===== config.mk =====
export PLATFORM = sky130hd
export DESIGN_NAME = muldiv_unit
export DESIGN_NICKNAME = d
export VERILOG_FILES = /design/src/rtl/muldiv_unit.sv
export SDC_FILE = /design/constraint.sdc
export NUM_CORES = 1
export LEC_CHECK = 0
export ABC_CLOCK_PERIOD_IN_PS = 3900
export CORE_UTILIZATION = 36
export CTS_BUF_LIST = sky130_fd_sc_hd__clkbuf_2
export DETAILED_ROUTE_END_ITERATION = 8
export SETUP_SLACK_MARGIN = 0.5
export SLEW_MARGIN = 40
export SYNTH_ARGS = -nofsm -noshare
export SYNTH_HDL_FRONTEND = slang
export SYNTH_SLANG_ARGS = --single-unit
export TNS_END_PERCENT = 20

===== constraint.sdc =====
create_clock -name clk_i -period 3.9 [get_ports clk_i]
set_clock_uncertainty 0.15 [all_clocks]
set_input_delay 0.78 -clock clk_i [delete_from_list [all_inputs] [get_ports clk_i]]
set_output_delay 0.78 -clock clk_i [all_outputs]
set_load 0.005 [all_outputs]

===== src/rtl/muldiv_unit.sv =====
// Iterative radix-2 multiply/divide unit: Width CALC cycles per operation, signed results fixed
// up in the last step. Define MULDIV_DIV_EN to build the divide datapath.
module muldiv_unit #(
  parameter int unsigned Width = 32
) (
  input  logic             clk_i,
  input  logic             rst_ni,
  input  logic             start_i,
  input  logic [1:0]       op_i,
  input  logic [Width-1:0] a_i,
  input  logic [Width-1:0] b_i,
  input  logic             flush_i,
  output logic             busy_o,
  output logic             done_o,
  output logic [Width-1:0] hi_o,
  output logic [Width-1:0] lo_o,
  output logic             div_zero_o
);

  localparam int unsigned CntW = $clog2(Width);

  localparam logic [1:0] StIdle = 2'd0;
  localparam logic [1:0] StCalc = 2'd1;
  localparam logic [1:0] StDone = 2'd2;

  logic [1:0]         state_q, state_d;
  logic [CntW-1:0]    cnt_q, cnt_d;
  logic               div_q, div_d;
  logic               neg_q, neg_d;
  logic [Width:0]     acc_hi_q, acc_hi_d;
  logic [Width-1:0]   acc_lo_q, acc_lo_d;
  logic [Width-1:0]   opnd_q, opnd_d;
  logic [Width-1:0]   hi_q, hi_d;
  logic [Width-1:0]   lo_q, lo_d;
  logic               dz_q, dz_d;
`ifdef MULDIV_DIV_EN
  logic [Width-1:0]   a_q, a_d;
  logic               bz_q, bz_d;
  logic               neg_rem_q, neg_rem_d;
  logic [Width:0]     div_shift, div_diff, div_hi_nx;
  logic [Width-1:0]   div_lo_nx;
`endif

  logic               a_neg, b_neg;
  logic [Width-1:0]   a_mag, b_mag;
  logic [Width:0]     mul_sum, mul_hi_nx, step_hi;
  logic [Width-1:0]   mul_lo_nx, step_lo;
  logic [2*Width-1:0] product, prod_res;
  logic [Width-1:0]   res_hi, res_lo;
  logic               res_dz;

  // Signed ops work on magnitudes; the sign fix-up is remembered for the final step.
  always_comb begin
    a_neg = op_i[0] & a_i[Width-1];
    b_neg = op_i[0] & b_i[Width-1];
    a_mag = a_neg ? -a_i : a_i;
    b_mag = b_neg ? -b_i : b_i;
  end

  always_comb begin
    mul_sum   = acc_hi_q + (acc_lo_q[0] ? {1'b0, opnd_q} : '0);
    mul_hi_nx = {1'b0, mul_sum[Width:1]};
    mul_lo_nx = {mul_sum[0], acc_lo_q[Width-1:1]};
    step_hi   = mul_hi_nx;
    step_lo   = mul_lo_nx;
`ifdef MULDIV_DIV_EN
    // Restoring step: remainder stays below the divisor, so bit Width of the diff is the borrow.
    div_shift = {acc_hi_q[Width-1:0], acc_lo_q[Width-1]};
    div_diff  = div_shift - {1'b0, opnd_q};
    div_hi_nx = {1'b0, div_diff[Width] ? div_shift[Width-1:0] : div_diff[Width-1:0]};
    div_lo_nx = {acc_lo_q[Width-2:0], ~div_diff[Width]};
    if (div_q) begin
      step_hi = div_hi_nx;
      step_lo = div_lo_nx;
    end
`endif
  end

  always_comb begin
    product  = {mul_hi_nx[Width-1:0], mul_lo_nx};
    prod_res = neg_q ? -product : product;
    res_hi   = prod_res[2*Width-1:Width];
    res_lo   = prod_res[Width-1:0];
    res_dz   = 1'b0;
    if (div_q) begin
`ifdef MULDIV_DIV_EN
      if (bz_q) begin
        res_hi = a_q;
        res_lo = '1;
        res_dz = 1'b1;
      end else begin
        res_hi = neg_rem_q ? -div_hi_nx[Width-1:0] : div_hi_nx[Width-1:0];
        res_lo = neg_q ? -div_lo_nx : div_lo_nx;
      end
`else
      res_hi = '0;
      res_lo = '0;
      res_dz = 1'b1;
`endif
    end
  end

  always_comb begin
    state_d  = state_q;
    cnt_d    = cnt_q;
    div_d    = div_q;
    neg_d    = neg_q;
    acc_hi_d = acc_hi_q;
    acc_lo_d = acc_lo_q;
    opnd_d   = opnd_q;
    hi_d     = hi_q;
    lo_d     = lo_q;
    dz_d     = dz_q;
`ifdef MULDIV_DIV_EN
    a_d       = a_q;
    bz_d      = bz_q;
    neg_rem_d = neg_rem_q;
`endif
    unique case (state_q)
      StCalc: begin
        if (flush_i) begin
          state_d = StIdle;
          cnt_d   = '0;
        end else begin
          acc_hi_d = step_hi;
          acc_lo_d = step_lo;
          cnt_d    = cnt_q - CntW'(1);
          if (cnt_q == '0) begin
            state_d = StDone;
            cnt_d   = '0;
            hi_d    = res_hi;
            lo_d    = res_lo;
            dz_d    = res_dz;
          end
        end
      end
      default: begin
        state_d = StIdle;
        if (start_i) begin
          state_d  = StCalc;
          cnt_d    = CntW'(Width - 1);
          div_d    = op_i[1];
          neg_d    = a_neg ^ b_neg;
          acc_hi_d = '0;
          // Multiply shifts the multiplier out of acc_lo; divide shifts the dividend out.
          acc_lo_d = op_i[1] ? a_mag : b_mag;
          opnd_d   = op_i[1] ? b_mag : a_mag;
`ifdef MULDIV_DIV_EN
          a_d       = a_i;
          bz_d      = (b_i == '0);
          neg_rem_d = a_neg;
`endif
        end
      end
    endcase
  end

  always_ff @(posedge clk_i or negedge rst_ni) begin
    if (!rst_ni) begin
      state_q  <= StIdle;
      cnt_q    <= '0;
      div_q    <= 1'b0;
      neg_q    <= 1'b0;
      acc_hi_q <= '0;
      acc_lo_q <= '0;
      opnd_q   <= '0;
      hi_q     <= '0;
      lo_q     <= '0;
      dz_q     <= 1'b0;
`ifdef MULDIV_DIV_EN
      a_q       <= '0;
      bz_q      <= 1'b0;
      neg_rem_q <= 1'b0;
`endif
    end else begin
      state_q  <= state_d;
      cnt_q    <= cnt_d;
      div_q    <= div_d;
      neg_q    <= neg_d;
      acc_hi_q <= acc_hi_d;
      acc_lo_q <= acc_lo_d;
      opnd_q   <= opnd_d;
      hi_q     <= hi_d;
      lo_q     <= lo_d;
      dz_q     <= dz_d;
`ifdef MULDIV_DIV_EN
      a_q       <= a_d;
      bz_q      <= bz_d;
      neg_rem_q <= neg_rem_d;
`endif
    end
  end

  assign busy_o     = (state_q == StCalc);
  assign done_o     = (state_q == StDone);
  assign hi_o       = hi_q;
  assign lo_o       = lo_q;
  assign div_zero_o = dz_q;

endmodule


==> metrics <==
length of the first detailed-routing pass in iterations 5; minimum clock period after layout 3.92 ns; worst hold slack 0.338 ns; Seq/Total Area, Yosys between 30% and 40%; violations in the final reports negative setup slack; Post-Layout Cell Count approximately 2.1k; fin crit share 100%; final setup slack of the worst path -0.0173 ns; most frequent cells in the layout buf_4 (180), nand2_1 (177), dfrtp_1 (169), o21ai_0 (140), clkdlybuf4s50_1 (134); starting density of the core between 30 and 40%; standard cell with the maximum stage delay on the critical path dfrtp_2; Mapped Avg Cell Area approximately 8.4 µm²; Routed WL 39200 µm; endpoint kind of the worst setup timing path flip-flop; Final Hold Viols 0; transition at the pin with the smallest max-transition slack roughly 0.74 ns; via/cell ratio ~5.5; Post-DRT Antenna Nets 0; clock transition time at the flip-flop clock pins of the worst setup and hold paths between 0.2 and 0.3 ns; Largest delay share family, worst path compound AO/OA/AOI/OAI gates; port buffer count ~140; post-synthesis to final-layout area growth 32.0%; instance count after placement with tap cells included approximately 2.1k; maximum number of pins on one net before global-route repair 96; buffers plus inverters on the worst setup path 2; CP arrival roughly 4.5 ns; CTS H-Tree Depth 4; Power, Total roughly 0.01 W; IR Drop Worst-Case VDD ~0.00025 V; final setup vio count 1; area of the die around 0.034 mm²; Placer Congestion between 0.9 and 1; vias post-DR about 12k; Die Wd 184 µm; antenna violations before repair 2; Tot GR Track Use a little under a quarter; startpoint types flip-flop; number of nets in the finished design approximately 1.8k; result of the run finished with violations; Post-Synthesis Net Count around 1.5k; worst max-slew margin expressed relative to the limit between 50 and 60%; count of synthesis-stage warnings from yosys 0; Data required, critical path 4.48 ns; total gr overflow 0; hpwl dp slightly above 30000 µm; Max Fclk between 200 and 300 MHz; number of synthesized register bits between 150 and 200; later-pin clock latency in the skew report between 0.8 and 0.9 ns; TritonCTS sink count between 150 and 200; total DRC errors in the routed layout 0; die boundary height 184 µm; number of distinct standard cells referenced by the synthesized netlist just under 80; worst min-delay path category primary input to asynchronous set/reset pin; CTS Buf Count 17; CTS tree built; standard-cell rows between 60 and 70; layout cell share with drive strength beyond 1 20.0%; final core utilization roughly half; maximum clock path buffer count 2; number of top-level pins about 140; RSZ-0062 raised after global routing true; number of enable flip-flop cells after synthesis 0; average wire per standard cell between 15 and 20 µm; max-capacitance violation count 0; clock root buffer clkbuf_2; accumulated negative setup slack -0.0173 ns; number of cells produced by synthesis around 1.4k; Post-synth ARST share 100%; count of pins over their slew limit 0; worst-path maximum fanout 11; start-to-end type of the worst setup path flip-flop to flip-flop; drt initial violations between 900 and 1k; ordered list of cells on the worst path buf_6 -> and2_1 -> ha_1 -> a21o_1 -> a31o_2 -> or3_4 -> o2111ai_2 -> o311ai_2 -> buf_4 -> nor3_4 -> nand2b_1 -> o41ai_2 -> xor2_1 -> o21ai_1; global-route wire length before repair between 60000 and 70000 µm; vias in the first global route 10.6k; standby leakage power roughly 6.7 nW; Crit path largest cell delay between 0.5 and 0.6 ns; most used flip-flop cell after synthesis dfrtp_1; Pwr per Cell Area between 600 and 700 mW/mm²; most frequent standard cell in the layout excluding fill and tap cells buf_4; Synth Cell Area about 0.012 mm²; Placeable Area about 0.033 mm²
[metal layers]
layer,up-vias,part of all wire [%],GRT usage (%)
met5,-,0,0
met3,37,5.9,2.67
met1,5709,50,35.7
li1,5663,-,-
met4,0,1.8,5.90
met2,374,43,33.3
[report_power, final]
group | switching, W | internal [W] | total [W]
Sequential | 0.000531 | 0.00228 | 0.00281
Combinational | 0.00330 | 0.00290 | 0.00621
Clock | 0.000743 | 0.000194 | 0.000937
[cell families (layout without fill, tap and decap cells)]
| family | count (synthesis) | in the layout | share of synthesized area [%] |
|---|---|---|---|
| adder cells (fa/ha/maj) | 37 | 37 | 3.95 |
| AND/OR/NAND/NOR | 473 | 473 | 19.9 |
| AO/OA/AOI/OAI | 479 | 479 | 25.9 |
| XOR/XNOR | 134 | 134 | 9.84 |
| other | 0 | 1 | 0 |
| multiplexers | 16 | 16 | 1.40 |
| buffers and inverters | 106 | 379 | 3.40 |
| flip-flops | 170 | 170 | 35.7 |
[flip-flops by register name (all words and copies together), names as in the netlist]
signal	flops
acc_hi_q	32
acc_lo_q	32
cnt_q	5
div_q	1
div_zero_o	1
hi_o	32
lo_o	32
neg_q	1
opnd_q	32
state_q	2
[metrics by stage]
step | worst slack (ns) | instance area [µm²]
floorplan | 0.297 | 12000
global placement | -0.237 | 14900
detailed placement | -0.277 | 14900
CTS | 0.0130 | 15300
global route | -0.188 | 15700
finish | -0.0173 | 15700
[repair_timing]
item | 4_1_cts | 5_1_grt
resized for setup | 25 | 79
hold endpoints to repair | 72 | 0
hold buffers | 1 | 0
cloned | 0 | 1
pin swaps | 16 | 21
setup buffers | 7 | 11
endpoints found under the setup margin | 22 | 28
[worst paths after layout]
| check | cells after the start | from | slack, ns | end |
|---|---|---|---|---|
| max in group asynchronous | 3 | rst_ni | 2.37 | hi_o[26] |
| hold reg to reg | 2 | hi_o[16] | 0.36 | hi_o[16] |
| setup reg to reg | 14 | acc_lo_q[0] | -0.02 | hi_o[24] |
| setup / recovery | 14 | acc_lo_q[0] | -0.02 | hi_o[24] |
| hold / removal | 2 | rst_ni | 0.34 | lo_o[11] |
| min in group clk_i | 5 | op_i[1] | 0.34 | opnd_q[25] |
[area by class of cell]
class	instances	area, µm²
Inverter	25	93.8
Clock buffer	17	85.1
Tap cell	442	553
Multi-Input combinational cell	1139	7840
Timing Repair Buffer	322	2780
Fill cell	3140	16800
Antenna cell	1	2.50
Sequential cell	170	4260
Clock inverter	15	133
[Yosys cell counts (3+ instances only)]
library cell	count	area share [%]
a21o_1	14	0.88
nor4_1	11	0.58
nand2_1	181	5.7
a211oi_2	3	0.31
or4_1	10	0.63
nor4_2	5	0.52
and4_1	6	0.44
clkbuf_1	71	2.2
and3_1	11	0.58
mux2_2	4	0.38
o21a_1	4	0.25
dfrtp_1	170	36
nor3_1	24	1.0
or4_4	3	0.28
a211oi_1	17	1.1
o21ai_0	152	6.4
a221o_1	6	0.50
o22ai_1	17	0.89
nand4_1	9	0.47
buf_2	6	0.25
nand3_1	14	0.59
mux2i_1	11	0.92
and2_1	48	2.5
buf_1	4	0.13
a221oi_1	8	0.59
xor2_1	79	5.8
a21oi_1	103	4.3
o211ai_1	17	1.1
a22oi_1	9	0.57
xnor2_1	55	4.0
a211o_1	3	0.22
nor2_1	98	3.1
nand2b_1	12	0.63
o31ai_1	29	1.8
ha_1	36	3.8
o21ai_1	12	0.50
or2_2	5	0.26
nor2b_1	3	0.16
inv_1	24	0.76
o311a_1	3	0.25
a31oi_1	5	0.26
a22o_1	43	3.2
or3_1	17	0.89
o41ai_1	12	0.88
Power figures use the tool's default switching activity.
==> RTL change 1: new RTL, same settings <==
Take the reset off `hi_q` and `lo_q` and load them in a clocked block of their own.
--- a/src/rtl/muldiv_unit.sv
+++ b/src/rtl/muldiv_unit.sv
@@ -164,8 +164,6 @@
       acc_hi_q <= '0;
       acc_lo_q <= '0;
       opnd_q   <= '0;
-      hi_q     <= '0;
-      lo_q     <= '0;
       dz_q     <= 1'b0;
 `ifdef MULDIV_DIV_EN
       a_q       <= '0;
@@ -180,8 +178,6 @@
       acc_hi_q <= acc_hi_d;
       acc_lo_q <= acc_lo_d;
       opnd_q   <= opnd_d;
-      hi_q     <= hi_d;
-      lo_q     <= lo_d;
       dz_q     <= dz_d;
 `ifdef MULDIV_DIV_EN
       a_q       <= a_d;
@@ -189,6 +185,11 @@
       neg_rem_q <= neg_rem_d;
 `endif
     end
+  end
+
+  always_ff @(posedge clk_i) begin
+    hi_q <= hi_d;
+    lo_q <= lo_d;
   end
 
   assign busy_o     = (state_q == StCalc);
Check against the original RTL: no difference found for any inputs over 10 cycles, from zero or initial values and one cycle with rst_ni low; that may be too few to reach the edited logic, so the function may still have changed.
==> RTL change 1 against the unedited design <==
- the run still ends with setup timing left
- power down 7.7%
- clock power is 17% higher
- worst hold slack worse by 0.086 ns
- maximum frequency fell by 8.3%
- first-iteration DRC count fell by 20%
- final area up 2.8%
- routed wire length about the same
- core utilization grew 1.2 points
- worst setup slack worse by 0.36 ns
- synthesized area rose by 0.44%
- combinational power shrank 13%
- sequential cell count did not move
- largest cell class unchanged
- largest power group unchanged
==> RTL change 1: results <==
[run_status]
status = "complete, but fails checks"
violations = "setup timing"

[cts]
hold_buffers = 1
post_cts_buffers = 4

[logic_synthesis]
seq_area_frac_synth_pct = 38.2
syn_nets = 1502
async_flop_share_pct = 62.4
synth_edf_count = 64
yosysUniqueCellTypes = 74
synth.area.top_cells = "dfrtp_1 (22%), edfxtp_1 (16%), xor2_1 (5.8%), nand2_1 (5.0%), o21ai_0 (5.0%)"

[timing]
timing.final.ws_setup_ns = -0.373
final-setup-viol-count = 11
hold_ws_ns = 0.252
relSlewSlack_pct = 47.4

[worst_setup_path]
cp_max_fo = 7
cp_top_family = "simple AND/OR/NAND/NOR gates"
critPathSlowestCell = "or4b_4"
critical_path.max_stage_delay_ns = 0.55
r2r_slack_ns = -0.37
worstPathArrival_ns = 4.82

[layout]
final_util_pct = 49.6
multi_input_cells = 1121
nFillCells = 3070
n_all_buffers = 355
drive_above_1_share_pct = 23.0
multiInputGateArea_sq_mm = 0.00762
n_clock_buffer = 19
n_all_inverters = 25
buf_share_pct = 18.9

[drt]
vias = 11600
wl_per_cell_um = 18.3
drtIter0Drc = 766

[grt]
first_global_vias = 10900
grt_pass1_wl_um = 60700
grt_usage_pct = 23.4
grt_max_degree = 67
antenna_found_initial = 1

[place]
gp_congestion = 0.943
place_area_sq_mm = 0.0153
dpl.hpwl_um = 30800

[power_and_ir_drop]
max-vdd-ir-drop_mv = 0.245
intPower_mw = 5.24
-- RTL change 1: changes by cell type in the layout (fill, tap and decap cells not counted), moves of 8 or more --
cell	unedited run	this run
o21a_1	4	12
o21ai_1	21	8
nand2_1	177	160
a22o_1	43	30
buf_4	180	210
and2_1	46	38
o21ai_0	140	103
edfxtp_1	0	64
dfrtp_1	169	104
nor2_1	96	153
-- RTL change 1: final timing paths --
kind                                         start                       end  depth (start not counted)
setup / recovery           acc_lo_q[0]$_DFFE_PN0P_    hi_o[31]$_SDFFCE_PP0P_                         15
hold / removal                              rst_ni  acc_hi_q[22]$_DFFE_PN0P_                          2
setup reg to reg           acc_lo_q[0]$_DFFE_PN0P_    hi_o[31]$_SDFFCE_PP0P_                         15
hold reg to reg               cnt_q[4]$_DFFE_PN0P_      cnt_q[4]$_DFFE_PN0P_                          2
max in group asynchronous                   rst_ni    div_zero_o$_DFFE_PN0P_                          3
min in group clk_i            cnt_q[4]$_DFFE_PN0P_      cnt_q[4]$_DFFE_PN0P_                          2
-- RTL change 1: per-layer routing --
layer	vias to the layer above	track usage, %	wire length (um)
met1	5550	33.3	18800
met2	325	36.6	17800
met3	36	3.30	1860
li1	5644	-	-
met5	-	0	0
met4	0	7.20	805
-- RTL change 1: worst register-to-register path: stages, from the launching register on --
cell	delay, ns
dfrtp_1	0.48
buf_6	0.15
and2_1	0.16
ha_4	0.30
o211ai_2	0.11
o21a_4	0.26
buf_4	0.14
a211o_4	0.37
a21oi_4	0.20
o32ai_4	0.11
buf_6	0.14
or3_4	0.37
or4b_4	0.55
buf_6	0.15
or4_4	0.40
nand4_1	0.08
-- RTL change 1: cell families (layout without fill, tap and decap cells) --
| kind of cell | after synthesis | count (layout) | synth area share (%) |
|---|---|---|---|
| AND/OR/NAND/NOR | 511 | 511 | 20.7 |
| AO/OA/AOI/OAI | 424 | 424 | 22.5 |
| flip-flops | 170 | 170 | 38.2 |
| XOR/XNOR | 129 | 129 | 9.43 |
| buffers and inverters | 104 | 412 | 3.30 |
| adder cells (fa/ha/maj) | 37 | 37 | 3.93 |
| multiplexers | 20 | 20 | 1.85 |
| other | 0 | 1 | 0 |
-- RTL change 1: metrics by stage --
step	cells	setup slack, ns	TNS (ns)	total power [mW]
final	2146	-0.373	-3.16	9.18
after global routing	2146	-0.471	-4.91	9.81
after CTS	2136	-0.321	-2.51	8.90
after detailed placement	2099	-0.402	-3.64	7.57
after global placement	2099	-0.350	-3.00	7.52
after floorplan	1395	-0.209	-0.591	5.41
-- RTL change 1: power by group through the flow --
stage	Sequential, mW	Combinational, mW	Clock, mW
after global routing	2.74	5.89	1.19
final	2.69	5.39	1.10
after floorplan	2.63	2.78	0
after global placement	2.71	4.81	0
after detailed placement	2.71	4.86	0
after CTS	2.68	5.10	1.12
==> RTL change 2: new RTL, config.mk and constraints unchanged <==
Made on the original files. The option `MULDIV_DIV_EN` is turned on by a define.
--- a/src/rtl/muldiv_unit.sv
+++ b/src/rtl/muldiv_unit.sv
@@ -1,5 +1,7 @@
 // Iterative radix-2 multiply/divide unit: Width CALC cycles per operation, signed results fixed
 // up in the last step. Define MULDIV_DIV_EN to build the divide datapath.
+`define MULDIV_DIV_EN
+
 module muldiv_unit #(
   parameter int unsigned Width = 32
 ) (
Function: no difference found for any inputs over 10 cycles, from zero or initial values and one cycle with rst_ni low; that may be too few to reach the edited logic, so the function may still have changed.
==> RTL change 2 against the unedited design <==
- the run still ends with setup timing left
- synthesized area rose by 59%
- core utilization rose by 5.1 points
- worst setup slack got worse by 0.52 ns
- routed wire length rose by 110%
- cell count rose by 82%
- final area rose by 75%
- sequential power rose by 23%
- sequential cell count rose by 34
- power rose by 110%
==> RTL change 2: results <==
[logic_synthesis]
synth.top_cells.by_count = "nand2_1 (302), nor2_1 (250), o21ai_0 (228)"
async_flop_share_pct = 100
yosysWarnings = 0
ys.flop_type = "dfrtp_1"
avgSynthCellArea_sq_um = 7.63
yosysUniqueCellTypes = 97
syn_nets = 2619
synth.area.top_cells = "dfrtp_1 (27%), xnor2_1 (6.8%), o21ai_0 (6.0%), nand2_1 (6.0%), a21oi_1 (5.8%)"
seq_area_frac_synth_pct = 27.0

[place]
dpl.hpwl_um = 65500
port_buffers = 136
gp_congestion = 0.984
place_area_sq_mm = 0.0252
numPlacedInstances = 3716
pre_cts_slack_ns = -0.723

[drt]
viasPerCell = 5.67
drtIter0Drc = 1782
dr.pass1.iters = 7
wl_per_cell_um = 21.5

[cts]
cts_root_buf = "clkbuf_2"
numCtsBuffers = 57
clk_pin_slew_ns = 0.10
clk_latency_ns = 1.06
h-tree-depth = 2
clockBufferDepth = 3

[worst_setup_path]
worstPathArrival_ns = 5.21
crit_start = "acc_lo_q[0]$_DFFE_PN0P_"
critPathCapture = "hi_o[31]$_DFFE_PN0P_"
cp_max_fo = 3
worstRegToRegCells = 17

[layout]
fin_nets = 3295
nFillCells = 4955
drive_above_1_share_pct = 32.4
final-instance-count-excl-fill = 3872

[run_status]
status = "complete, but fails checks"
violations = "setup timing"

[grt]
grt_usage_pct = 30.6
grt_pass1_wl_um = 125000
grt_max_degree = 119
first_global_vias = 21400
antenna_found_initial = 1

[power_and_ir_drop]
max-vdd-ir-drop_mv = 0.327
p_leak_nw = 12.2

[timing]
timing.final.ws_setup_ns = -0.541
final-setup-viol-count = 59
worst_slew_pin_slew_ns = 0.856

[worst_hold_path]
min_path_type = "in2async"
## RTL change 2: changes by cell type in the layout (fill, tap and decap cells not counted), moves of 38 or more
| cell | delta |
|---|---|
| buf_4 | +439 |
| nor2_1 | +140 |
| nand2_1 | +113 |
| a21oi_1 | +106 |
| xnor2_1 | +84 |
| clkbuf_2 | +60 |
| mux2i_1 | +47 |
| inv_1 | +40 |
| mux2_2 | +38 |
## RTL change 2: routing by layer
layer	global-route usage, %	vias to the layer above	share of wire (%)
met1	38.9	10600	42
met5	0	-	0
met2	50.4	828	47
met4	14.6	0	5.0
li1	-	10300	-
met3	5.04	211	6.7
## RTL change 2: critical path, cell delays in order (launching register included)
cell	delay (ns)
dfrtp_1	0.43
and2_1	0.18
ha_2	0.18
fa_2	0.39
buf_6	0.14
xor2_4	0.15
or4_4	0.49
a21oi_2	0.13
nand2b_1	0.08
or2_4	0.26
buf_6	0.13
nor4_4	0.28
nand4b_1	0.26
o41a_1	0.50
a31oi_2	0.19
xnor2_1	0.16
o21ai_1	0.10
o22a_1	0.18
## RTL change 2: cells by family (layout without fill, tap and decap cells)
| kind of cell | count (synthesis) | after routing | synth area share [%] |
|---|---|---|---|
| AO/OA/AOI/OAI | 799 | 799 | 26.8 |
| XOR/XNOR | 211 | 211 | 9.77 |
| adder cells (fa/ha/maj) | 72 | 72 | 4.84 |
| buffers and inverters | 256 | 970 | 5.27 |
| flip-flops | 204 | 204 | 27.0 |
| multiplexers | 114 | 114 | 6.32 |
| other | 0 | 1 | 0 |
| AND/OR/NAND/NOR | 821 | 821 | 20.0 |
## RTL change 2: stage by stage
stage	hold slack (ns)	utilization (%)	TNS, ns	power [mW]
after global placement	0.306	48.8	-23.65	17.4
after CTS	0.138	52.0	-9.79	20.3
final	0.213	53.5	-11.68	21.2
after global routing	0.160	53.5	-21.08	22.5
after detailed placement	0.319	48.8	-27.10	17.5
after floorplan	0.291	-	-6.08	10.5
## RTL change 2: report_power, final
| group | leakage [nW] | total, mW | internal, mW | switching, mW |
|---|---|---|---|---|
| clock network | 0.372 | 1.64 | 0.607 | 1.03 |
| registers | 2.59 | 3.45 | 2.80 | 0.654 |
| logic | 9.29 | 16.1 | 7.70 | 8.44 |
## RTL change 2: area by class of cell
cell class                 instances  area share (%)
clock inverter                    20           0.413
clock buffer                      77            1.40
tap                              680            3.08
sequential                       204            18.5
timing repair buffer             795            23.9
multi-input combinational       2017            51.5
inverter                          78            1.12
antenna                            1         0.00907
## RTL change 2: what timing repair did
action | CTS | global route
resized for setup | 186 | 142
endpoints found under the setup margin | 98 | 107
hold buffers | 1 | 0
cloned | 2 | 0
buffers inserted | 36 | 19
pin swaps | 80 | 61
hold endpoints to repair | 78 | 0
